--- src/rtl/uart_arb_pkg.sv ---
// Shared types and the round-robin search helper for the UART TX arbiter.
package uart_arb_pkg;

  typedef enum logic [2:0] {
    S_IDLE,
    S_RD,
    S_LOAD,
    S_SEND,
    S_WAIT,
    S_GAP
  } arb_state_e;

  localparam int unsigned MAX_CH = 8;

  // First requesting index after 'last' (with wrap) among n channels; 'last' itself has lowest priority.
  function automatic int unsigned rr_next(input logic [MAX_CH-1:0] req,
                                          input int unsigned       last,
                                          input int unsigned       n);
    int unsigned pick;
    pick = last;
    for (int unsigned i = MAX_CH; i >= 1; i--) begin
      if (i <= n && req[(last + i) % n]) pick = (last + i) % n;
    end
    return pick;
  endfunction

endpackage

--- src/rtl/uart_tx_arb_if.sv ---
// Byte handshake between the arbiter and the shared uart_tx serializer.
interface uart_tx_arb_if;
  logic       uart_txreq;
  logic [7:0] uart_txdata;
  logic       uart_txend;

  modport master (output uart_txreq, output uart_txdata, input uart_txend);
  modport slave  (input uart_txreq, input uart_txdata, output uart_txend);
endinterface

--- src/rtl/uart_rr_pick.sv ---
// Combinational round-robin picker: next requester after the last grant.
module uart_rr_pick
  import uart_arb_pkg::*;
#(
  parameter int unsigned NUM_CH = 4
) (
  input  logic [NUM_CH-1:0]         req,
  input  logic [$clog2(NUM_CH)-1:0] last,
  output logic [$clog2(NUM_CH)-1:0] grant,
  output logic                      any
);
  localparam int unsigned IW = $clog2(NUM_CH);

  logic [MAX_CH-1:0] req_ext;

  always_comb begin
    req_ext             = '0;
    req_ext[NUM_CH-1:0] = req;
    grant               = IW'(rr_next(req_ext, 32'(last), NUM_CH));
    any                 = |req;
  end
endmodule

--- src/rtl/uart_tx_arb.sv ---
// Round-robin scheduler sharing one uart_tx among NUM_CH word FIFOs; words go out LSB byte first.
module uart_tx_arb
  import uart_arb_pkg::*;
#(
  parameter int unsigned NUM_CH      = 4,
  parameter int unsigned WORD_BYTES  = 4,
  parameter int unsigned GAP_CYCLES  = 0,
  parameter int unsigned TIMEOUT_CYC = 0
) (
  input  logic                           clk_i,
  input  logic                           rstn_i,
  input  logic                           arb_en_i,
  input  logic [NUM_CH-1:0]              ch_empty_i,
  output logic [NUM_CH-1:0]              ch_rden_o,
  input  logic [NUM_CH*8*WORD_BYTES-1:0] ch_data_i,
  uart_tx_arb_if.master                  uart,
  output logic                           busy_o,
  output logic [$clog2(NUM_CH)-1:0]      cur_ch_o,
  output logic                           word_done_o,
  output logic                           err_timeout_o
);
  localparam int unsigned DW = 8 * WORD_BYTES;
  localparam int unsigned IW = $clog2(NUM_CH);
  localparam int unsigned BW = (WORD_BYTES > 1) ? $clog2(WORD_BYTES) : 1;
  localparam int unsigned GW = (GAP_CYCLES > 1) ? $clog2(GAP_CYCLES) : 1;
  localparam int unsigned TW = (TIMEOUT_CYC > 0) ? $clog2(TIMEOUT_CYC + 1) : 1;

  arb_state_e        state;
  logic [IW-1:0]     grant, last_grant, pick;
  logic              pick_any;
  logic [NUM_CH-1:0] req;
  logic [BW-1:0]     byte_idx, byte_nxt;
  logic [DW-1:0]     word_q;
  logic [GW-1:0]     gap_cnt;
  logic [TW-1:0]     to_cnt;
  logic              last_byte, step;

  assign req = ~ch_empty_i;

  uart_rr_pick #(.NUM_CH(NUM_CH)) u_pick (
    .req  (req),
    .last (last_grant),
    .grant(pick),
    .any  (pick_any)
  );

  // 'step' marks the end of a byte, either straight from WAIT or after the gap.
  always_comb begin
    last_byte = (byte_idx == BW'(WORD_BYTES - 1));
    byte_nxt  = byte_idx + 1'b1;
    step      = ((state == S_WAIT) && uart.uart_txend && (GAP_CYCLES == 0)) ||
                ((state == S_GAP) && (gap_cnt == GW'(GAP_CYCLES - 1)));
  end

  assign busy_o   = (state != S_IDLE);
  assign cur_ch_o = grant;

  always_ff @(posedge clk_i) begin
    if (!rstn_i) begin
      state            <= S_IDLE;
      grant            <= '0;
      last_grant       <= IW'(NUM_CH - 1);
      byte_idx         <= '0;
      word_q           <= '0;
      gap_cnt          <= '0;
      to_cnt           <= '0;
      ch_rden_o        <= '0;
      uart.uart_txreq  <= 1'b0;
      uart.uart_txdata <= '0;
      word_done_o      <= 1'b0;
      err_timeout_o    <= 1'b0;
    end else begin
      ch_rden_o       <= '0;
      uart.uart_txreq <= 1'b0;
      word_done_o     <= 1'b0;
      err_timeout_o   <= 1'b0;
      case (state)
        S_IDLE: if (arb_en_i && pick_any) begin
          grant     <= pick;
          byte_idx  <= '0;
          ch_rden_o <= NUM_CH'(1) << pick;
          state     <= S_RD;
        end
        S_RD: state <= S_LOAD;
        S_LOAD: begin
          word_q           <= ch_data_i[grant*DW +: DW];
          uart.uart_txreq  <= 1'b1;
          uart.uart_txdata <= ch_data_i[grant*DW +: 8];
          state            <= S_SEND;
        end
        S_SEND: begin
          to_cnt <= '0;
          state  <= S_WAIT;
        end
        S_WAIT: begin
          // txend wins over an expiry in the same cycle
          if (uart.uart_txend) begin
            if (GAP_CYCLES > 0) begin
              gap_cnt <= '0;
              state   <= S_GAP;
            end
          end else if (TIMEOUT_CYC > 0 && to_cnt == TW'(TIMEOUT_CYC - 1)) begin
            err_timeout_o <= 1'b1;
            last_grant    <= grant;
            state         <= S_IDLE;
          end else if (to_cnt != '1) begin
            to_cnt <= to_cnt + 1'b1;
          end
        end
        S_GAP: if (!step) gap_cnt <= gap_cnt + 1'b1;
        default: state <= S_IDLE;
      endcase

      if (step) begin
        if (last_byte) begin
          word_done_o <= 1'b1;
          last_grant  <= grant;
          state       <= S_IDLE;
        end else begin
          byte_idx         <= byte_nxt;
          uart.uart_txreq  <= 1'b1;
          uart.uart_txdata <= word_q[8*byte_nxt +: 8];
          state            <= S_SEND;
        end
      end
    end
  end
endmodule
--- src/flat_wrapper.sv ---
// flat-port wrapper written by rule: the top's interface ports become plain ports
module uart_tx_arb_flat import uart_arb_pkg::*;
#(
  parameter int unsigned NUM_CH      = 4,
  parameter int unsigned WORD_BYTES  = 4,
  parameter int unsigned GAP_CYCLES  = 0,
  parameter int unsigned TIMEOUT_CYC = 0
)
  (clk_i, rstn_i, arb_en_i, ch_empty_i, ch_rden_o, ch_data_i, busy_o, cur_ch_o, word_done_o, err_timeout_o, uart_uart_txreq, uart_uart_txdata, uart_uart_txend);
  uart_tx_arb_if uart_i ();
  input  logic clk_i;
  input  logic rstn_i;
  input  logic arb_en_i;
  input  logic [NUM_CH-1:0] ch_empty_i;
  output logic [NUM_CH-1:0] ch_rden_o;
  input  logic [NUM_CH*8*WORD_BYTES-1:0] ch_data_i;
  output logic busy_o;
  output logic [$clog2(NUM_CH)-1:0] cur_ch_o;
  output logic word_done_o;
  output logic err_timeout_o;
  output wire logic [$bits(uart_i.uart_txreq)-1:0] uart_uart_txreq;
  output wire logic [$bits(uart_i.uart_txdata)-1:0] uart_uart_txdata;
  input wire logic [$bits(uart_i.uart_txend)-1:0] uart_uart_txend;
  assign uart_uart_txreq = uart_i.uart_txreq;
  assign uart_uart_txdata = uart_i.uart_txdata;
  assign uart_i.uart_txend = uart_uart_txend;
  uart_tx_arb #(.NUM_CH(NUM_CH), .WORD_BYTES(WORD_BYTES), .GAP_CYCLES(GAP_CYCLES), .TIMEOUT_CYC(TIMEOUT_CYC)) u_core (.clk_i(clk_i), .rstn_i(rstn_i), .arb_en_i(arb_en_i), .ch_empty_i(ch_empty_i), .ch_rden_o(ch_rden_o), .ch_data_i(ch_data_i), .uart(uart_i), .busy_o(busy_o), .cur_ch_o(cur_ch_o), .word_done_o(word_done_o), .err_timeout_o(err_timeout_o));
endmodule
--- config.mk ---
export PLATFORM = sky130hd
export DESIGN_NAME = uart_tx_arb_flat
export DESIGN_NICKNAME = d
export VERILOG_FILES = /design/src/rtl/uart_arb_pkg.sv /design/src/rtl/uart_tx_arb_if.sv /design/src/rtl/uart_rr_pick.sv /design/src/rtl/uart_tx_arb.sv /design/src/flat_wrapper.sv
export SDC_FILE = /design/constraint.sdc
export NUM_CORES = 1
export LEC_CHECK = 0
export CAP_MARGIN = 20
export CORE_UTILIZATION = 44
export DETAILED_ROUTE_END_ITERATION = 12
export GPL_TIMING_DRIVEN = 0
export PLACE_DENSITY = 0.87
export SLEW_MARGIN = 25
export SYNTH_ARGS = -nofsm -noshare
export SYNTH_HDL_FRONTEND = slang
export SYNTH_SLANG_ARGS = --single-unit
--- constraint.sdc ---
create_clock -name clk_i -period 3.72 [get_ports clk_i]
set_clock_uncertainty 0.1 [all_clocks]
set_input_delay 1.116 -clock clk_i [delete_from_list [all_inputs] [get_ports clk_i]]
set_output_delay 1.116 -clock clk_i [all_outputs]
set_load 0.05 [all_outputs]
# Yosys cells after proc, flatten, opt, wreduce, memory -nomap -nowiden
# Cells that the tools add are included.
# op_classes
n_addsub	6
magnitude_cmp	4
n_eq_ne	8
shift	4
muxes	27
bitwise	2
n_reduce_logical	14
# ops
op	count
indexed part select 128 x 8 -> 32 bit	1
indexed part select 128 x 8 -> 8 bit	1
indexed part select 32 x 6 -> 8 bit	1
2-to-1 mux 8 bit	3
2-to-1 mux 2 bit	9
less-than comparator 2 x 4 -> 1 bit, second input constant	4
case mux 3 bit (5 select lines)	1
AND reduction 2 bit	5
binary-select mux 1 bit (select 2 bit)	4
2-to-1 mux 1 bit	8
adder 2 x 1 -> 2 bit, second input constant	3
== test 3 x 2 -> 1 bit, second input constant	2
== test 3 bit, second input constant	2
2-to-1 mux 3 bit	2
adder 2 bit, second input constant	2
NOT 4 bit	1
OR reduction 4 bit	1
left shift 1 x 2 -> 4 bit, first input constant	1
== test 3 x 1 -> 1 bit, second input constant	1
logical AND 1 bit	3
zero test 3 bit	1
inequality test 3 x 1 -> 1 bit, second input constant	1
AND reduction 3 bit	1
nonzero test 3 bit	1
6 further kinds	6
# totals
register_bits	56
input_bits	136
output_inout_bits	18
word_cells	75

# Depth between registers and ports, before layout
# Gate-level depths: netlist (run 1).
# logic_depth
depth_word	8
mapped_depth	6
mapped_depth_nobuf	5

# Modules after synthesis
# A second synthesis (run 1) with hierarchy kept.
# unflattened
cells_unflattened	315
area_unflattened_um2	3226.8
# modules_own_cells
mod	n_inst	cells_per_inst	area_per_inst_um2	seq_area_each_um2
uart_tx_arb	1	301	3144.3	1121.1
uart_rr_pick	1	14	82.6	0.0

# Worst setup path after synthesis (run 1)
# Ideal clock, no wire load.
# synth_path
path_kind	register to output
startpoint	reg u_core.state[2]
endpoint	out busy_o
arrival_ns	0.965
required_time_ns	2.504
setup_slack_ns	1.539
stages_incl_launch_ff	4
n_path_buf	1
cell_sequence	dfxtp_1 -> buf_2 -> nor3_1 -> inv_1
# synth_via
elab_chain_len	1
# synth_lines
item	line	text
start, declared	uart_tx_arb.sv:28	arb_state_e state;
start signal, assigned	uart_tx_arb.sv:60	state <= S_IDLE;
start signal, assigned	uart_tx_arb.sv:82	state <= S_RD;
start signal, assigned	uart_tx_arb.sv:84	S_RD: state <= S_LOAD;
nonzero test 3 bit	uart_tx_arb.sv:55	assign busy_o = (state != S_IDLE);
end, declared	flat_wrapper.sv:17	output logic busy_o;
# Every way passes these cells.

# Worst setup path after layout (run 1)
# Same ends and word-level chain as after synthesis.

==> results of run 1 <==
kinds of logic (layout without fill, tap and decap cells):
| family | after synthesis | count (layout) | share of synthesized area |
|---|---|---|---|
| XOR/XNOR | 1 | 1 | 0.00283 |
| AND/OR/NAND/NOR | 111 | 111 | 0.157 |
| adder cells (fa/ha/maj) | 1 | 1 | 0.00404 |
| AO/OA/AOI/OAI | 68 | 68 | 0.122 |
| flip-flops | 56 | 56 | 0.362 |
| other | 1 | 1 | 0.00121 |
| buffers and inverters | 31 | 191 | 0.0505 |
| multiplexers | 43 | 43 | 0.301 |
cell usage after synthesis, drive strengths merged:
cell    number
a211oi       1
a21boi       1
a21oi       39
a31oi        9
and2         1
and3         2
and3b        1
buf         16
clkbuf      12
conb         1
dfxtp       56
ha           1
inv          3
mux2i        3
mux4        40
nand2       83
nand2b       2
nand3        3
nand3b       2
nand4        1
nor2         5
nor2b        2
nor3         4
nor3b        2
nor4b        1
o21a         1
o21ai       14
o21ba        1
o311a        1
o311ai       1
or3          2
xor2         1
power by group through the flow:
stage	sequential, mW	combinational [mW]	clock (mW)
finish	0.718	0.745	0.339
global route	0.723	0.792	0.358
CTS	0.715	0.746	0.339
detailed placement	0.728	0.740	0
global placement	0.724	0.719	0
floorplan	0.781	0.394	0
worst max-delay path, stage by stage, from the launching register on:
cell             delay [ns]
dfxtp_1                0.33
buf_2                  0.17
nor3_1                 0.30
inv_1                  0.08
clkdlybuf4s50_1        0.71
metal layers:
layer / share of wire / up-vias / GRT usage / routed length [µm]
li1: - / 1454 / - / -
met1: 0.35 / 1544 / 0.296 / 3360
met2: 0.55 / 184 / 0.496 / 5310
met3: 0.078 / 30 / 0.0462 / 757
met4: 0.028 / 0 / 0.102 / 267
met5: 0 / - / 0 / 0
state kept, by name (all words and copies together), names as in the netlist:
signal,cells
u_core.word_q,32
u_core.uart.uart_txdata,8
u_core.ch_rden_o,4
u_core.state,3
u_core.byte_idx,2
u_core.cur_ch_o,2
u_core.last_grant,2
u_core.gap_cnt,1
u_core.uart.uart_txreq,1
u_core.word_done_o,1
path summary, 6_finish.rpt:
path                           start                    endpoint  slack [ns]  cells after the start
hold / removal     u_core.word_q[20]           u_core.word_q[20]        0.36                      2
setup / recovery     u_core.state[2]                      busy_o        0.61                      4
setup reg to reg  u_core.byte_idx[1]  u_core.uart.uart_txdata[6]        1.75                      5
hold reg to reg    u_core.word_q[20]           u_core.word_q[20]        0.36                      2
layout make-up:
cell class	count	area, µm²	area share
inverter	3	11.3	0.00233
clock buffer	6	72.6	0.0150
clock inverter	2	16.3	0.00337
tap	96	120	0.0249
multi-input combinational	225	1820	0.377
sequential	56	1120	0.232
timing repair buffer	152	1520	0.315
buffer	28	145	0.0301
==> impl_metrics.toml, run 1 <==
[status]
outcome = "completed"

[setup_path]
crit_type = "flip-flop to primary output"
cp-start-kind = "flip-flop"
worstPathRequired_ns = 2.50
worst-path-max-fanout = 10
crit_path_end_kind = "primary output"
cp_data_arrival_time_ns = 1.89

[floorplan]
dieArea_um2 = 7380
core_um2 = 6790
initial_core_util = 0.456
rows = 30
io_pins = 154
die_h_um = 85.9
die_x_um = 85.9

[route]
ant_nets = 0
first_pass_iters = 5
drc_errors = 0
finalWirelength_mm = 9.69
wl_per_cell_um = 17.1
avgViaCountPerCell = 5.65
dr.first_iter.drc_count = 260
num_vias = 3212

[pwr]
pwr-share-comb = 0.413
p_seq_frac = 0.398
power_mw = 1.80
switching_share = 0.342
p_sw_mw = 0.616
p_int_mw = 1.19
leakagePower_nw = 1.66
cellPowerDensity_nw_per_um2 = 373
peakVddDrop_uv = 211
power_frac_clock = 0.188

[clock_network]
post-cts-setup-buffers = 0
clock_path_buffers = 2
hold_buffers = 0
h-tree-depth = 2
clkLatencyLatePin_ns = 0.32
cts.sinks = 56
cts_resized = 0
cts_tree = "done"
cts_buffers = 5
cts_root_buf = "clkbuf_8"
cts.reportedPaths.clkPinSlew_ns = 0.11

[cells_and_area]
syn_to_final_growth_pct = 55.9
final_cells = 568
num-fill-cells = 505
final_cell_mix = "clkdlybuf4s50_1, nand2_1, dfxtp_1"
final_net_count = 608
mostFrequentLayoutCell = "clkdlybuf4s50_1"
drive_above_1_share = 0.146
fin_util = 0.710
final_area_um2 = 4830
n_antenna_cell = 0

[timing]
holdWs_ns = 0.363
fin_crit_ns = 3.11
fmax_mhz = 322
setup_violations = 0
hold_violations = 0
maxSlewHeadroom = 0.603
rsz0062_at_grt = "false"
fin_crit_sh = 0.836
finalSetupTns_ns = 0
setup_slack_ns = 0.611
drv_slew = 0
tightestPinTransition_ns = 0.586

[synthesis]
synth_fp_nets = 449
ys_ff_latch = 56
synth_top_area_cell = "dfxtp_1"
synth_cells = 312
netlist_area_um2 = 3100
synth_area_leaders = "dfxtp_1, mux4_2, nand2_1"
syn_avg_cell_area_um2 = 9.93
synth_top_area_share = 0.362
seq_area_frac_synth = 0.362
ys_warn_count = 0
synth_cell_type_count = 38

[grt]
first_global_vias = 3244
grt_pass1_wl_mm = 15.0
antenna_found_initial = 0
overflow = 0
grt_use_total = 0.264
grt_start_max_net_pins = 18

[placement]
dp_cells = 560
portBuffers = 152
dpl_cell_area_um2 = 4740
dp_hpwl_mm = 7.63
gp_routability_congestion = 0.878
dp_slack_ns = 0.714

[min_path]
hold_path_class = "flip-flop to flip-flop"

[job]
max_cap_viol_count = 0
Power figures use the tool's default switching activity.
==> run 2: changes to the inputs <==
--- a/config.mk
+++ b/config.mk
@@ -6,10 +6,10 @@
 export NUM_CORES = 1
 export LEC_CHECK = 0
 export CAP_MARGIN = 20
-export CORE_UTILIZATION = 44
+export CORE_UTILIZATION = 37
 export DETAILED_ROUTE_END_ITERATION = 12
 export GPL_TIMING_DRIVEN = 0
-export PLACE_DENSITY = 0.87
+export PLACE_DENSITY = 0.78
 export SLEW_MARGIN = 25
 export SYNTH_ARGS = -nofsm -noshare
 export SYNTH_HDL_FRONTEND = slang
==> constraint.sdc (replaced) <==
create_clock -name clk_i -period 2.7 [get_ports clk_i]
set_clock_uncertainty 0.1 [all_clocks]
set_input_delay 0.81 -clock clk_i [delete_from_list [all_inputs] [get_ports clk_i]]
set_output_delay 0.81 -clock clk_i [all_outputs]
set_load 0.05 [all_outputs]
==> run 2 against run 1 <==
  * Sequential power increased by 37%
  * Global-route usage shrank 5.7 points
  * Design area is 0.67% higher
  * Clock power rose by 64%
  * Via count fell by 4.0%
  * Sequential share of layout area decreased by 0.16 points
  * Routed wire length decreased by 8.4%
==> impl_metrics.toml, run 2 (same netlist as run 1, synthesis figures left out) <==
[status]
outcome = "completed"

[pwr]
cellPowerDensity_nw_per_um2 = 524
leakagePower_nw = 1.68
peakVddDrop_uv = 259

[route]
finalWirelength_mm = 8.88
wl_per_cell_um = 15.4
drc_errors = 0
dr.first_iter.drc_count = 137
avgViaCountPerCell = 5.34
ant_nets = 0
num_vias = 3084
first_pass_iters = 4

[placement]
portBuffers = 152
dp_hpwl_mm = 7.31
dpl_cell_area_um2 = 4750
gp_routability_congestion = 0.844

[setup_path]
worstPathCellList = "buf_2 -> nor3_1 -> inv_1 -> dlygate4sd2_1"
worstPathRequired_ns = 1.79
max_stage_delay_ns = 0.43
crit_family = "buffers and inverters"
crit_type = "flip-flop to primary output"
crit_path_end_kind = "primary output"
cp_data_arrival_time_ns = 1.62
slowest_stage = "dlygate4sd2_1"
worst-path-max-fanout = 10
path_buf_inv = 3
cp-start-kind = "flip-flop"

[clock_network]
hold_buffers = 0
post-cts-setup-buffers = 0
cts.sinks = 56
cts_buffers = 5
cts_root_buf = "clkbuf_8"
clock_path_buffers = 2
cts.reportedPaths.clkPinSlew_ns = 0.10
cts_tree = "done"
h-tree-depth = 2
clkLatencyLatePin_ns = 0.31

[floorplan]
die_x_um = 93.5
rows = 33
io_pins = 154
core_um2 = 8180
dieArea_um2 = 8740
initial_core_util = 0.379
die_h_um = 93.5

[grt]
overflow = 0
grt_pass1_wl_mm = 13.9
grt_use_total = 0.207
first_global_vias = 3051
grt_start_max_net_pins = 18
antenna_found_initial = 0

[cells_and_area]
reg_top3 = "u_core.word_q (32), u_core.uart.uart_txdata (8), u_core.ch_rden_o (4)"
multiInputGateArea_um2 = 1820
drive_above_1_share = 0.146
largest_reg_flops = 32
syn_to_final_growth_pct = 56.9
final_cell_mix = "clkdlybuf4s50_1, nand2_1, dfxtp_1"
mostFrequentLayoutCell = "clkdlybuf4s50_1"
n_antenna_cell = 0
num-fill-cells = 714
max_flop_register = "u_core.word_q"
final_net_count = 608
regArea_um2 = 1120
final_area_um2 = 4860

[min_path]
hold_path_class = "flip-flop to flip-flop"

[timing]
drv_slew = 0
fin_crit_sh = 0.936
maxSlewHeadroom = 0.574
hold_violations = 0
fin_crit_ns = 2.53
rsz0062_at_grt = "false"
fmax_mhz = 396
finalSetupTns_ns = 0
tightestPinTransition_ns = 0.629
setup_violations = 0

[job]
max_cap_viol_count = 0
[run 2: cell types whose count changed in the layout (fill, tap and decap cells not counted)]
| cell | previous run | this run |
|---|---|---|
| dlygate4sd2_1 | 0 | 1 |
| bufinv_16 | 0 | 1 |
| clkdlybuf4s50_1 | 152 | 151 |
| clkinv_4 | 1 | 0 |
| inv_6 | 0 | 1 |
| clkinvlp_4 | 1 | 0 |
[run 2: layout make-up]
class                   count  area share
clock buffers               6      0.0149
flip-flops and latches     56       0.231
multi-input cells         225       0.374
plain buffers              28      0.0299
clock inverters             2     0.00798
repair buffers            152       0.313
inverters                   3     0.00232
well taps                 105      0.0270
[run 2: what timing repair did]
action,in CTS,in global routing
resized for setup,1,0
endpoints found under the setup margin,1,0
endpoints found under the hold margin,0,0
[run 2: where the power goes]
group | internal, mW | total (mW) | leakage [nW] | switching [mW]
logic | 0.520 | 1.01 | 1.17 | 0.487
registers | 0.924 | 0.983 | 0.455 | 0.0591
clock network | 0.281 | 0.555 | 0.0558 | 0.274
total | 1.72 | 2.55 | 1.68 | 0.820
[run 2: path summary, 6_finish.rpt]
kind,start,endpoint,slack (ns),cells after the start
max,u_core.state[2],busy_o,0.17,4
min,u_core.word_q[10],u_core.word_q[10],0.36,2
max reg2reg,u_core.byte_idx[0],u_core.uart.uart_txdata[6],0.73,5
min reg2reg,u_core.word_q[10],u_core.word_q[10],0.36,2
[run 2: tightest hold or removal path, cell delays in order (launching register included)]
cell     delay, ns
dfxtp_1       0.32
nand2_1       0.05
a21oi_1       0.05
[run 2: stage by stage]
stage | instances | power (mW) | worst slack, ns | hold WS, ns | utilization
2_1_floorplan | 312 | 1.62 | 0.681 | 0.333 | -
3_3_place_gp | 569 | 1.99 | 0.0678 | 0.345 | 0.581
3_5_place_dp | 569 | 2.02 | 0.0130 | 0.348 | 0.581
4_1_cts | 577 | 2.56 | 0.169 | 0.362 | 0.594
5_1_grt | 577 | 2.67 | 0.115 | 0.382 | 0.594
6_report | 577 | 2.55 | 0.172 | 0.360 | 0.594
[run 2: layer usage]
metal / vias up / part of all wire / GRT usage
li1: 1455 / - / -
met1: 1482 / 0.37 / 0.236
met2: 128 / 0.54 / 0.382
met3: 19 / 0.068 / 0.0374
met4: 0 / 0.025 / 0.0782
met5: - / 0 / 0
